--- config.mk ---
export PLATFORM = sky130hd
export DESIGN_NAME = adder_arbiter
export DESIGN_NICKNAME = d
export VERILOG_FILES = /design/src/rtl/adder_arb_pkg.sv /design/src/rtl/add_core.sv /design/src/rtl/adder_arbiter.sv
export SDC_FILE = /design/constraint.sdc
export NUM_CORES = 1
export LEC_CHECK = 0
export ABC_AREA = 1
export CAP_MARGIN = 5
export CORE_UTILIZATION = 30
export CTS_CLUSTER_SIZE = 25
export DETAILED_ROUTE_END_ITERATION = 16
export SLEW_MARGIN = 5
export SYNTH_ARGS = -nofsm -noshare
export SYNTH_HDL_FRONTEND = slang
export SYNTH_HIERARCHICAL = 1
export SYNTH_SLANG_ARGS = --single-unit
--- constraint.sdc ---
create_clock -name clk -period 3.3 [get_ports clk]
set_input_delay 0.33 -clock clk [delete_from_list [all_inputs] [get_ports clk]]
set_output_delay 0.33 -clock clk [all_outputs]
set_load 0.01 [all_outputs]
--- src/rtl/adder_arb_pkg.sv ---
// Shared types and constants for the round-robin adder arbiter.
package adder_arb_pkg;

  // Output register occupancy: IDLE = empty, RESP = holding a result.
  typedef enum logic {
    IDLE = 1'b0,
    RESP = 1'b1
  } state_t;

  localparam int DEF_WIDTH = 4;
  localparam int DEF_NREQ  = 4;

  localparam int          COUNT_W   = 8;
  localparam logic [7:0]  COUNT_MAX = 8'hFF;

  // Requester-index width; a single requester still gets a 1-bit id port.
  function automatic int id_width(input int n);
    return (n > 1) ? $clog2(n) : 1;
  endfunction

endpackage

--- src/rtl/add_core.sv ---
// Purely combinational WIDTH-bit adder with carry-out; the one adder shared
// by every requester.
module add_core #(
  parameter int WIDTH = 4
) (
  input  logic [WIDTH-1:0] a,
  input  logic [WIDTH-1:0] b,
  output logic [WIDTH-1:0] sum,
  output logic             carry
);

  assign {carry, sum} = {1'b0, a} + {1'b0, b};

endmodule

--- src/rtl/adder_arbiter.sv ---
// Round-robin arbiter feeding a single shared adder. One result register
// holds the sum; a new requester can be accepted in the same cycle the
// held result is taken downstream, giving one result per cycle.
module adder_arbiter
  import adder_arb_pkg::*;
#(
  parameter  int NREQ  = DEF_NREQ,
  parameter  int WIDTH = DEF_WIDTH,
  localparam int ID_W  = id_width(NREQ)
) (
  input  logic                    clk,
  input  logic                    rst_n,
  input  logic [NREQ-1:0]         req_valid,
  input  logic [NREQ*WIDTH-1:0]   req_a,
  input  logic [NREQ*WIDTH-1:0]   req_b,
  output logic [NREQ-1:0]         req_ready,
  output logic                    rsp_valid,
  input  logic                    rsp_ready,
  output logic [WIDTH-1:0]        rsp_sum,
  output logic                    rsp_carry,
  output logic [ID_W-1:0]         rsp_id,
  output logic [COUNT_W-1:0]      txn_count
);

  state_t            state_reg, state_next;
  logic [ID_W-1:0]   ptr_reg, ptr_next;

  logic              can_accept;
  logic              gnt_any;
  logic [ID_W-1:0]   gnt_idx;
  logic [NREQ-1:0]   grant;

  logic [WIDTH-1:0]  a_masked [NREQ];
  logic [WIDTH-1:0]  b_masked [NREQ];
  logic [WIDTH-1:0]  sel_a, sel_b;
  logic [WIDTH-1:0]  add_sum;
  logic              add_carry;

  logic              handshake;

  // A new grant is possible when the register is empty or is being drained.
  assign can_accept = (state_reg == IDLE) || rsp_ready;
  assign handshake  = (state_reg == RESP) && rsp_ready;

  // Round-robin search starting at ptr_reg; looks only at req_valid, never
  // at operands. Held off entirely while reset is asserted.
  always_comb begin
    logic [ID_W-1:0] cand;
    gnt_any = 1'b0;
    gnt_idx = '0;
    cand    = '0;
    for (int off = 0; off < NREQ; off++) begin
      cand = ID_W'((int'(ptr_reg) + off) % NREQ);
      if (!gnt_any && req_valid[cand]) begin
        gnt_any = 1'b1;
        gnt_idx = cand;
      end
    end
    if (!can_accept || !rst_n) begin
      gnt_any = 1'b0;
    end
  end

  // One-hot grant from the winning index.
  always_comb begin
    grant = '0;
    if (gnt_any) begin
      grant[gnt_idx] = 1'b1;
    end
  end

  assign req_ready = grant;

  // AND-OR operand mux driven by the one-hot grant.
  generate
    for (genvar gi = 0; gi < NREQ; gi++) begin : g_mask
      assign a_masked[gi] = grant[gi] ? req_a[gi*WIDTH +: WIDTH] : '0;
      assign b_masked[gi] = grant[gi] ? req_b[gi*WIDTH +: WIDTH] : '0;
    end
  endgenerate

  // OR-reduce the masked operands into the adder inputs.
  always_comb begin
    sel_a = '0;
    sel_b = '0;
    for (int i = 0; i < NREQ; i++) begin
      sel_a = sel_a | a_masked[i];
      sel_b = sel_b | b_masked[i];
    end
  end

  add_core #(
    .WIDTH (WIDTH)
  ) u_add_core (
    .a     (sel_a),
    .b     (sel_b),
    .sum   (add_sum),
    .carry (add_carry)
  );

  // Next state and pointer: a grant always fills the register; draining
  // without a new grant empties it.
  always_comb begin
    state_next = state_reg;
    ptr_next   = ptr_reg;
    if (gnt_any) begin
      state_next = RESP;
      ptr_next   = (gnt_idx == ID_W'(NREQ - 1)) ? '0 : gnt_idx + ID_W'(1);
    end else if (handshake) begin
      state_next = IDLE;
    end
  end

  // State and round-robin pointer registers.
  always_ff @(posedge clk or negedge rst_n) begin
    if (!rst_n) begin
      state_reg <= IDLE;
      ptr_reg   <= '0;
    end else begin
      state_reg <= state_next;
      ptr_reg   <= ptr_next;
    end
  end

  // Result register: loads the shared adder output on every grant and holds
  // otherwise, so it stays stable under backpressure.
  always_ff @(posedge clk or negedge rst_n) begin
    if (!rst_n) begin
      rsp_sum   <= '0;
      rsp_carry <= 1'b0;
      rsp_id    <= '0;
    end else if (gnt_any) begin
      rsp_sum   <= add_sum;
      rsp_carry <= add_carry;
      rsp_id    <= gnt_idx;
    end
  end

  // Saturating count of results taken downstream.
  always_ff @(posedge clk or negedge rst_n) begin
    if (!rst_n) begin
      txn_count <= '0;
    end else if (handshake && (txn_count != COUNT_MAX)) begin
      txn_count <= txn_count + COUNT_W'(1);
    end
  end

  assign rsp_valid = (state_reg == RESP);

endmodule

======== Yosys cells after proc, flatten, opt, wreduce, memory -nomap -nowiden ========
Cells that the tools add are included.
storage, ports and cells
  register bits after elaboration ......... 18
  input bits .............................. 39
  output and inout port bits .............. 20
  word-level logic and storage cells ...... 72
cells by class
  add/subtract/negate cells ............... 6
  magnitude comparators ................... 6
  equal/unequal tests ..................... 2
  multiplexer cells ....................... 31
  bitwise operators ....................... 7
  reductions and logical operators ........ 14
operator list
  kind                                                                          number
  4-bit 2-to-1 mux                                                              9
  4-bit bitwise OR                                                              6
  2-bit by 3-bit less-than comparator with 1-bit output, second input constant  5
  1-bit 2-to-1 mux                                                              12
  2-bit 2-to-1 mux                                                              5
  8-bit by 1-bit adder with 8-bit output, second input constant                 1
  1-bit binary-select mux with 2-bit select                                     4
  8-bit != test, second input constant                                          1
  1-bit logical AND                                                             6
  4-bit by 4-bit adder with 5-bit output                                        1
  1-bit zero test                                                               5
  2-bit by 1-bit adder with 2-bit output, second input constant                 2
  2-bit adder, second input constant                                            2
  1-bit demux with 2-bit select                                                 1
  2-bit equality test, second input constant                                    1
  2-bit by 1-bit >= comparator with 1-bit output, second input constant         1
  1-bit logical OR                                                              2
  2-bit nonzero test                                                            1
  1-bit NOT                                                                     1

======== Longest topological paths before layout ========
Gate-level depths: netlist of the first run.
  word-level depth ........................ 22
  depth in mapped cells ................... 23

======== Hierarchy ========
Netlist of the first run, hierarchy kept.
by module, submodules not included
  module         times used  cells each  area an instance (um^2)
  adder_arbiter  1           226         1,589.0
  add_core       1           25          157.7

======== Worst setup path before layout of the first run ========
Ideal clock, no wire load.
  path type ............................... register -> register
  from .................................... register ptr_reg[0]
  to ...................................... register rsp_sum[2]
  library setup time ...................... 116 ps
  arrival time ............................ 2,754 ps
  required time ........................... 3,184 ps
  slack ................................... 430 ps
  stages on the path, launching flop included .. 22
  buffers on the path ..................... 3
  path through ............................ dfrtp_1 buf_6 nand2_1 nand2_2 nand2_4 nand2_4 nor2_8 nand3_4 buf_6 nand3_2 ha_1 clkbuf_1 nand4_1 nand2_1 inv_1 nand2_1 ha_1 inv_1 fa_1 xnor2_1 nand2_1 nand2_1
on the way
  longest elaborated chain between the ends .. 22
  elaborated cells between the ends (all ways) .. 47
  those cells by class .................... add/sub: 4; order compare: 2; mux: 28; bitwise: 6; reduce/logical: 7
ends and longest elaborated chain
  what                                                                                            RTL line              source
  from (decl)                                                                                     adder_arbiter.sv:26   logic [ID_W-1:0] ptr_reg, ptr_next;
  from (signal assigned)                                                                          adder_arbiter.sv:121  ptr_reg <= ptr_next;
  branches (longest 16 deep; another with 2-bit by 3-bit less-than comparator with 1-bit output)  n/a
  4-bit 2-to-1 mux *                                                                              adder_arbiter.sv:67   if (gnt_any) begin
  4-bit 2-to-1 mux                                                                                adder_arbiter.sv:77   assign a_masked[gi] = grant[gi] ? req_a[gi*WIDTH +: WIDTH] : '0;
  4-bit bitwise OR (2 in series)                                                                  adder_arbiter.sv:87   sel_a = sel_a | a_masked[i];
  4-bit bitwise OR *                                                                              adder_arbiter.sv:87
  net sel_a[0]                                                                                    adder_arbiter.sv:35   logic [WIDTH-1:0] sel_a, sel_b;
  4-bit by 4-bit adder with 5-bit output *                                                        add_core.sv:12        assign {carry, sum} = {1'b0, a} + {1'b0, b};
  net add_sum[2]                                                                                  adder_arbiter.sv:36   logic [WIDTH-1:0] add_sum;
  to (signal assigned)                                                                            adder_arbiter.sv:133  rsp_sum <= add_sum;
  to (decl)                                                                                       adder_arbiter.sv:19   output logic [WIDTH-1:0] rsp_sum,
Mark *: on every way through the listed nets, which the timed path passes. The select of a mux whose other input is x is not followed.
A chain may end at the register's enable or synchronous reset.

======== Worst setup path after layout of the first run ========
  from .................................... register ptr_reg[0]
  to ...................................... register rsp_carry
on the way
  longest elaborated chain between the ends .. 22
  elaborated cells between the ends (all ways) .. 47
  those cells by class .................... add/sub: 4; order compare: 2; mux: 28; bitwise: 6; reduce/logical: 7
ends and longest elaborated chain
  what                                                                                                                                                  RTL line              source
  branches (longest 11 deep; another with 2-bit by 1-bit adder with 2-bit output)                                                                       n/a
  2-bit 2-to-1 mux *                                                                                                                                    adder_arbiter.sv:54   if (!gnt_any && req_valid[cand]) begin
  net gnt_idx[1]                                                                                                                                        adder_arbiter.sv:30   logic [ID_W-1:0] gnt_idx;
  2-bit by 3-bit less-than comparator with 1-bit output (implied by the code) / 2-bit by 1-bit >= comparator with 1-bit output (equally long branches)  adder_arbiter.sv:68   grant[gnt_idx] = 1'b1;
  1-bit logical AND (implied by the code)                                                                                                               adder_arbiter.sv:68
  1-bit 2-to-1 mux (implied by the code)                                                                                                                adder_arbiter.sv:68
  1-bit demux with 2-bit select *                                                                                                                       adder_arbiter.sv:68
  4-bit 2-to-1 mux *                                                                                                                                    adder_arbiter.sv:67
  4-bit 2-to-1 mux                                                                                                                                      adder_arbiter.sv:77
  4-bit bitwise OR (2 in series)                                                                                                                        adder_arbiter.sv:87
  4-bit bitwise OR *                                                                                                                                    adder_arbiter.sv:87
  net sel_a[1]                                                                                                                                          adder_arbiter.sv:35
  4-bit by 4-bit adder with 5-bit output *                                                                                                              add_core.sv:12
  net add_carry                                                                                                                                         adder_arbiter.sv:37   logic add_carry;
  to (signal assigned)                                                                                                                                  adder_arbiter.sv:134  rsp_carry <= add_carry;
  to (decl)                                                                                                                                             adder_arbiter.sv:20   output logic rsp_carry,
Marked as above.

==> impl_metrics.ini, run 1 <==
[logic_synthesis]
synth-adder-area-share = 0.0759
syn_area_mm2 = 0.00175
synthSimpleGateAreaFrac = 0.453
synth_compound_area_frac = 0.0365
ys_types = 29
synthXorXnorAreaFrac = 0.0401
synth-seq-cells = 18
synthMuxAreaShare = 0.00645
yosysSeqAreaShare = 0.258
syn_inst = 251
syn_nets = 300
syn_area_per_cell_um2 = 6.96
synth_warnings = 6
synth_top_family_by_area = simple AND/OR/NAND/NOR gates

[power]
ir_drop_mv = 0.412
p_leak_nw = 1.22
total_power_mw = 2.49
power_density_mw_per_mm2 = 1010

[setup_path]
critPathArrivalTime_ns = 3.18
end_kind = flip-flop
crit_slowest_cell = fa_1
cp_cell_sequence = buf_4 -> nand2_1 -> nand2_2 -> nand2_4 -> nand2_4 -> nor2_8 -> nand3_1 -> nand3_1 -> nand2_1 -> inv_1 -> ha_1 -> buf_4 -> nand4_1 -> nand2_1 -> inv_1 -> nand2_1 -> inv_1 -> fa_1 -> o21ai_0 -> nand2_1 -> nand2_1
criticalPathCategory = reg -> reg
max_stage_delay_ns = 0.45
r2r_slack_ns = 0.32
cpMostUsedCell = nand2_1
crit_required_ns = 3.50
start_kind = flip-flop
cp_max_fo = 6

[global_route]
grt_max_degree = 34
antenna_found_initial = 0
first_global_vias = 1642
grt_overflow = 0
gr-usage-all-layers = 0.149
grt_pass1_wl_mm = 7.51

[finish]
diodes = 0
fillers = 584
regMostFlops = txn_count
multi_input_area_mm2 = 0.00108
final_cells = 383
largest_reg_flops = 8
final_area_mm2 = 0.00247
largest_registers = txn_count (8), rsp_sum (4)
nets = 361
drive_above_1_share = 0.129
area_delta_synth_final_pct = 41.4
ff_latch_area_um2 = 450
post-route-util = 0.443

[clock_tree]
cts_buffer_depth = 2
insertion_delay_ns = 0.26
cts_inserted_buffers = 3
htree_levels = 1
cts.sinks = 18
cts_root_buf = clkbuf_8
cts_tree = built
post-cts-setup-buffers = 0
cts.clk_slew.worst_paths_ns = 0.07

[sta]
hold_viol = 0
hold_ws_ns = 0.422
final_max_slew_viol_count = 0
max_slew.worst_pin.slew_ns = 0.419
period_needed_ns = 2.98
setup_viol = 0
maxSlewHeadroom = 0.720
rsz0062_at_grt = no
final.period_utilization = 0.903
fin_ws_ns = 0.320
max_freq_ghz = 0.336
setup_tns_ns = 0
finalClockSkew_ns = 0.00496

[route]
dr.pass1.iters = 4
drtAntennaViolNets = 0
vias = 1745
via_per_inst = 4.56
avgRoutedWirePerCell_um = 11.2
drt_wl_total_mm = 4.28
drt_iter0_markers = 70
drc = 0

[die]
initial_core_util = 0.313
rows = 27
die_w_um = 78.3
core_mm2 = 0.00557
fp.dieH_um = 78.3
dieArea_mm2 = 0.00613
ios = 59

[placed_design]
post-place-ws_ns = 0.00492
place_inst = 379
dpl.hpwl_mm = 3.33
numPortBuffers = 58
globalplace.congestion = 0.793
dpl-instance-area_mm2 = 0.00241

[worst_hold_path]
hp-class = in -> async

[status]
status = complete, no violations

[run]
drv_cap = 0
[routing by layer]
metal,vias to the layer above,GRT usage,share of wire
li1,931,-,-
met1,763,0.224,0.52
met2,48,0.225,0.41
met3,3,0.0198,0.068
met4,0,0.0333,0.0084
met5,-,0,0
[worst max-delay path, delay by kind of cell, from the launching register on]
family | cells | cell delay, ns
AO/OA/AOI/OAI | 1 | 0.18
adder cells (fa/ha/maj) | 2 | 0.67
flip-flops | 1 | 0.40
buffers and inverters | 5 | 0.56
AND/OR/NAND/NOR | 13 | 1.12
[power by group]
| part | leakage, nW | switching (mW) | total [mW] | internal, mW |
|---|---|---|---|---|
| combinational | 0.962 | 1.10 | 1.92 | 0.816 |
| clock | 0.0288 | 0.0739 | 0.180 | 0.106 |
| sequential | 0.229 | 0.0858 | 0.398 | 0.313 |
| total | 1.22 | 1.26 | 2.50 | 1.23 |
[placed cells by master (no fill, tap or decap), types with 3 or more instances in the layout]
cell type,Yosys,routed
nor2_1,9,9
a21oi_1,3,3
inv_1,35,35
nand2_1,79,79
o21ai_0,4,4
clkdlybuf4s50_1,0,58
xor2_1,4,4
xnor2_1,4,4
buf_4,0,10
inv_2,3,3
nand3_1,11,11
nand3_2,4,4
nand2_4,5,5
clkbuf_8,0,4
ha_1,9,8
nand2_2,6,6
dfrtp_1,18,18
nand4_1,34,34
[logic make-up after synthesis]
logic type      count (synthesis)
simple gates                  153
buf+inv                        50
flops                          18
compound gates                 11
fa+ha+maj                      10
xor+xnor                        8
mux                             1
[synthesized netlist by cell type]
cell type / number / share of area
o21ai_1: 1 / 0.0029
a21boi_1: 1 / 0.0043
nor3_1: 1 / 0.0029
nor2_8: 1 / 0.011
dfrtp_1: 18 / 0.26
nand3_4: 1 / 0.010
nand4_1: 34 / 0.12
xor2_1: 4 / 0.020
clkbuf_1: 6 / 0.013
nand2_2: 6 / 0.021
o21bai_1: 1 / 0.0043
ha_1: 9 / 0.064
nand3_2: 4 / 0.023
nor2_4: 1 / 0.0064
nor2_1: 9 / 0.019
nand2_4: 5 / 0.032
a21oi_1: 3 / 0.0086
nor2_2: 1 / 0.0036
inv_2: 3 / 0.0064
xnor2_1: 4 / 0.020
o21ai_2: 1 / 0.0050
fa_1: 1 / 0.011
buf_2: 1 / 0.0029
inv_1: 35 / 0.075
nand2_1: 79 / 0.17
buf_6: 5 / 0.032
nand3_1: 11 / 0.032
o21ai_0: 4 / 0.011
mux2_2: 1 / 0.0064
[final cells by class]
type,count,area share
clock buffers,4,0.0223
inverters,38,0.0578
multi-input cells,183,0.436
well taps,72,0.0365
flip-flops and latches,18,0.182
repair buffers,68,0.265
[worst paths after layout]
check / start / depth (start not counted) / endpoint
max in group asynchronous: rst_n / 2 / ptr_reg[0]
worst min-delay path: rst_n / 2 / rsp_sum[3]
worst max-delay path: ptr_reg[0] / 21 / rsp_carry
min in group clk: rsp_id[0] / 2 / rsp_id[0]
worst max register to register: ptr_reg[0] / 21 / rsp_carry
worst min register to register: rsp_id[0] / 2 / rsp_id[0]
[what timing repair did]
item	4_1_cts	5_1_grt
hold buffers	0	0
setup endpoints to repair	0	2
hold endpoints to repair	0	0
gates resized for setup	0	1
(Power assumes the default switching activity.)
==> run 2, diff against run 1 <==
CAP_MARGIN = unset   (was 5)
==> results of run 2 <==
No change in the layout: final DEF, timing and power equal those of run 1.
==> run 3, diff against run 2 <==
CORE_MARGIN = 4   (was unset)
CTS_CLUSTER_DIAMETER = 50   (was unset)
REMOVE_ABC_BUFFERS = 1   (was unset)
==> impl_metrics.ini, run 3 (synthesis gave the netlist of run 1 again) <==
[finish]
multi_input_area_mm2 = 0.00112
diodes = 0
final_cell_mix = nand2_1 (78), clkdlybuf4s50_1 (58), inv_1 (34), nand4_1 (34), dfrtp_1 (18)
post-route-util = 0.455
regMostFlops = txn_count
drive_above_1_share = 0.150
ff_latch_area_um2 = 450
final_area_mm2 = 0.00253
final_common_cell = nand2_1
fillers = 556
largest_reg_flops = 8
area_delta_synth_final_pct = 45.1
nets = 364
largest_registers = txn_count (8), rsp_sum (4)

[setup_path]
cp_cell_sequence = buf_4 -> nand2_1 -> nand2_1 -> nand2_2 -> nand2_4 -> nor2_8 -> nand2_1 -> nand3_2 -> nand2_1 -> nor2_4 -> ha_4 -> buf_4 -> inv_1 -> nor2_1 -> clkdlybuf4s50_1
end_kind = output pin
start_kind = flip-flop
worst-path-buf-inv = 4
crit_slowest_cell = clkdlybuf4s50_1
crit_required_ns = 2.97
max_stage_delay_ns = 0.54
worstSetupStartpoint = ptr_reg[0]
cpMostUsedCell = nand2_1
cp_max_fo = 6
criticalPathCategory = reg -> out
r2r_start = ptr_reg[0]
critPathArrivalTime_ns = 2.66
cpLargestDelayFamily = simple AND/OR/NAND/NOR gates

[route]
dr.pass1.iters = 4
via_per_inst = 4.53
vias = 1749
drtAntennaViolNets = 0
drt_iter0_markers = 92
avgRoutedWirePerCell_um = 12.2
drt_wl_total_mm = 4.70
drc = 0

[global_route]
gr-usage-all-layers = 0.137
antenna_found_initial = 0
grt_overflow = 0
grt_pass1_wl_mm = 8.25
grt_max_degree = 34
first_global_vias = 1768

[power]
power_density_mw_per_mm2 = 1070
total_power_mw = 2.72
p_int_mw = 1.36
power_frac_seq = 0.148
ir_drop_mv = 0.449
power.share.clock = 0.065
p_leak_nw = 1.24
pwr-share-comb = 0.788
p_sw_frac = 0.501
p_sw_mw = 1.36

[die]
ios = 59
initial_core_util = 0.313
core_mm2 = 0.00557
rows = 27
dieArea_mm2 = 0.00711
die_w_um = 84.3
fp.dieH_um = 84.3

[worst_hold_path]
hp-class = in -> async

[clock_tree]
post-cts-setup-buffers = 0
htree_levels = 1
cts_tree = built
cts_inserted_buffers = 3
cts.sinks = 18
insertion_delay_ns = 0.25
cts.clk_slew.worst_paths_ns = 0.07
cts_root_buf = clkbuf_8
holdBufCountCts = 0
cts_buffer_depth = 2

[placed_design]
dpl-instance-area_mm2 = 0.00243
numPortBuffers = 58
globalplace.congestion = 0.790
dpl.hpwl_mm = 3.66

[sta]
finalClockSkew_ns = 0.00389
rsz0062_at_grt = no
setup_tns_ns = 0
final.period_utilization = 0.907
maxSlewHeadroom = 0.716
period_needed_ns = 2.99
max_freq_ghz = 0.334
final_max_slew_viol_count = 0
hold_ws_ns = 0.445
setup_viol = 0
max_slew.worst_pin.slew_ns = 0.426
hold_viol = 0

[run]
drv_cap = 0

[status]
status = complete, no violations
run 3: metrics by stage:
step	std cells	setup WS, ns
final	386	0.308
after detailed placement	382	-0.0179
after global placement	382	0.0332
after CTS	386	0.176
after global routing	386	0.0335
after floorplan	239	0.267
run 3: per-layer routing:
metal / track usage / vias to the layer above / part of all wire
met4: 0.0219 / 0 / 0.0038
met3: 0.0461 / 2 / 0.078
li1: - / 936 / -
met5: 0 / - / 0
met1: 0.187 / 766 / 0.49
met2: 0.214 / 45 / 0.42
run 3: power by group through the flow:
stage | sequential (mW) | combinational [mW] | clock, mW
after floorplan | 0.435 | 1.22 | 0
after global routing | 0.417 | 2.39 | 0.196
after CTS | 0.403 | 2.03 | 0.182
final | 0.401 | 2.14 | 0.176
after detailed placement | 0.402 | 2.02 | 0
after global placement | 0.404 | 2.01 | 0
run 3: layout make-up:
cell class | instances | share of cell area
inverter | 38 | 0.0563
clock buffer | 4 | 0.0217
timing repair buffer | 71 | 0.268
tap | 72 | 0.0355
sequential | 18 | 0.178
multi-input combinational | 183 | 0.441
run 3: path summary, 6_finish.rpt:
kind                       slack, ns  depth (start not counted)           end
setup / recovery                0.31                         15  req_ready[1]
hold / removal                  0.44                          2  txn_count[3]
setup reg to reg                0.40                         21    rsp_sum[2]
hold reg to reg                 0.49                          2    rsp_sum[0]
max in group asynchronous       2.66                          2  txn_count[6]
min in group clk                0.49                          2    rsp_sum[0]
run 3: timing repair:
| item | 4_1_cts | 5_1_grt |
|---|---|---|
| setup endpoints to repair | 0 | 5 |
| endpoints found under the hold margin | 0 | 0 |
| gates resized for setup | 0 | 9 |
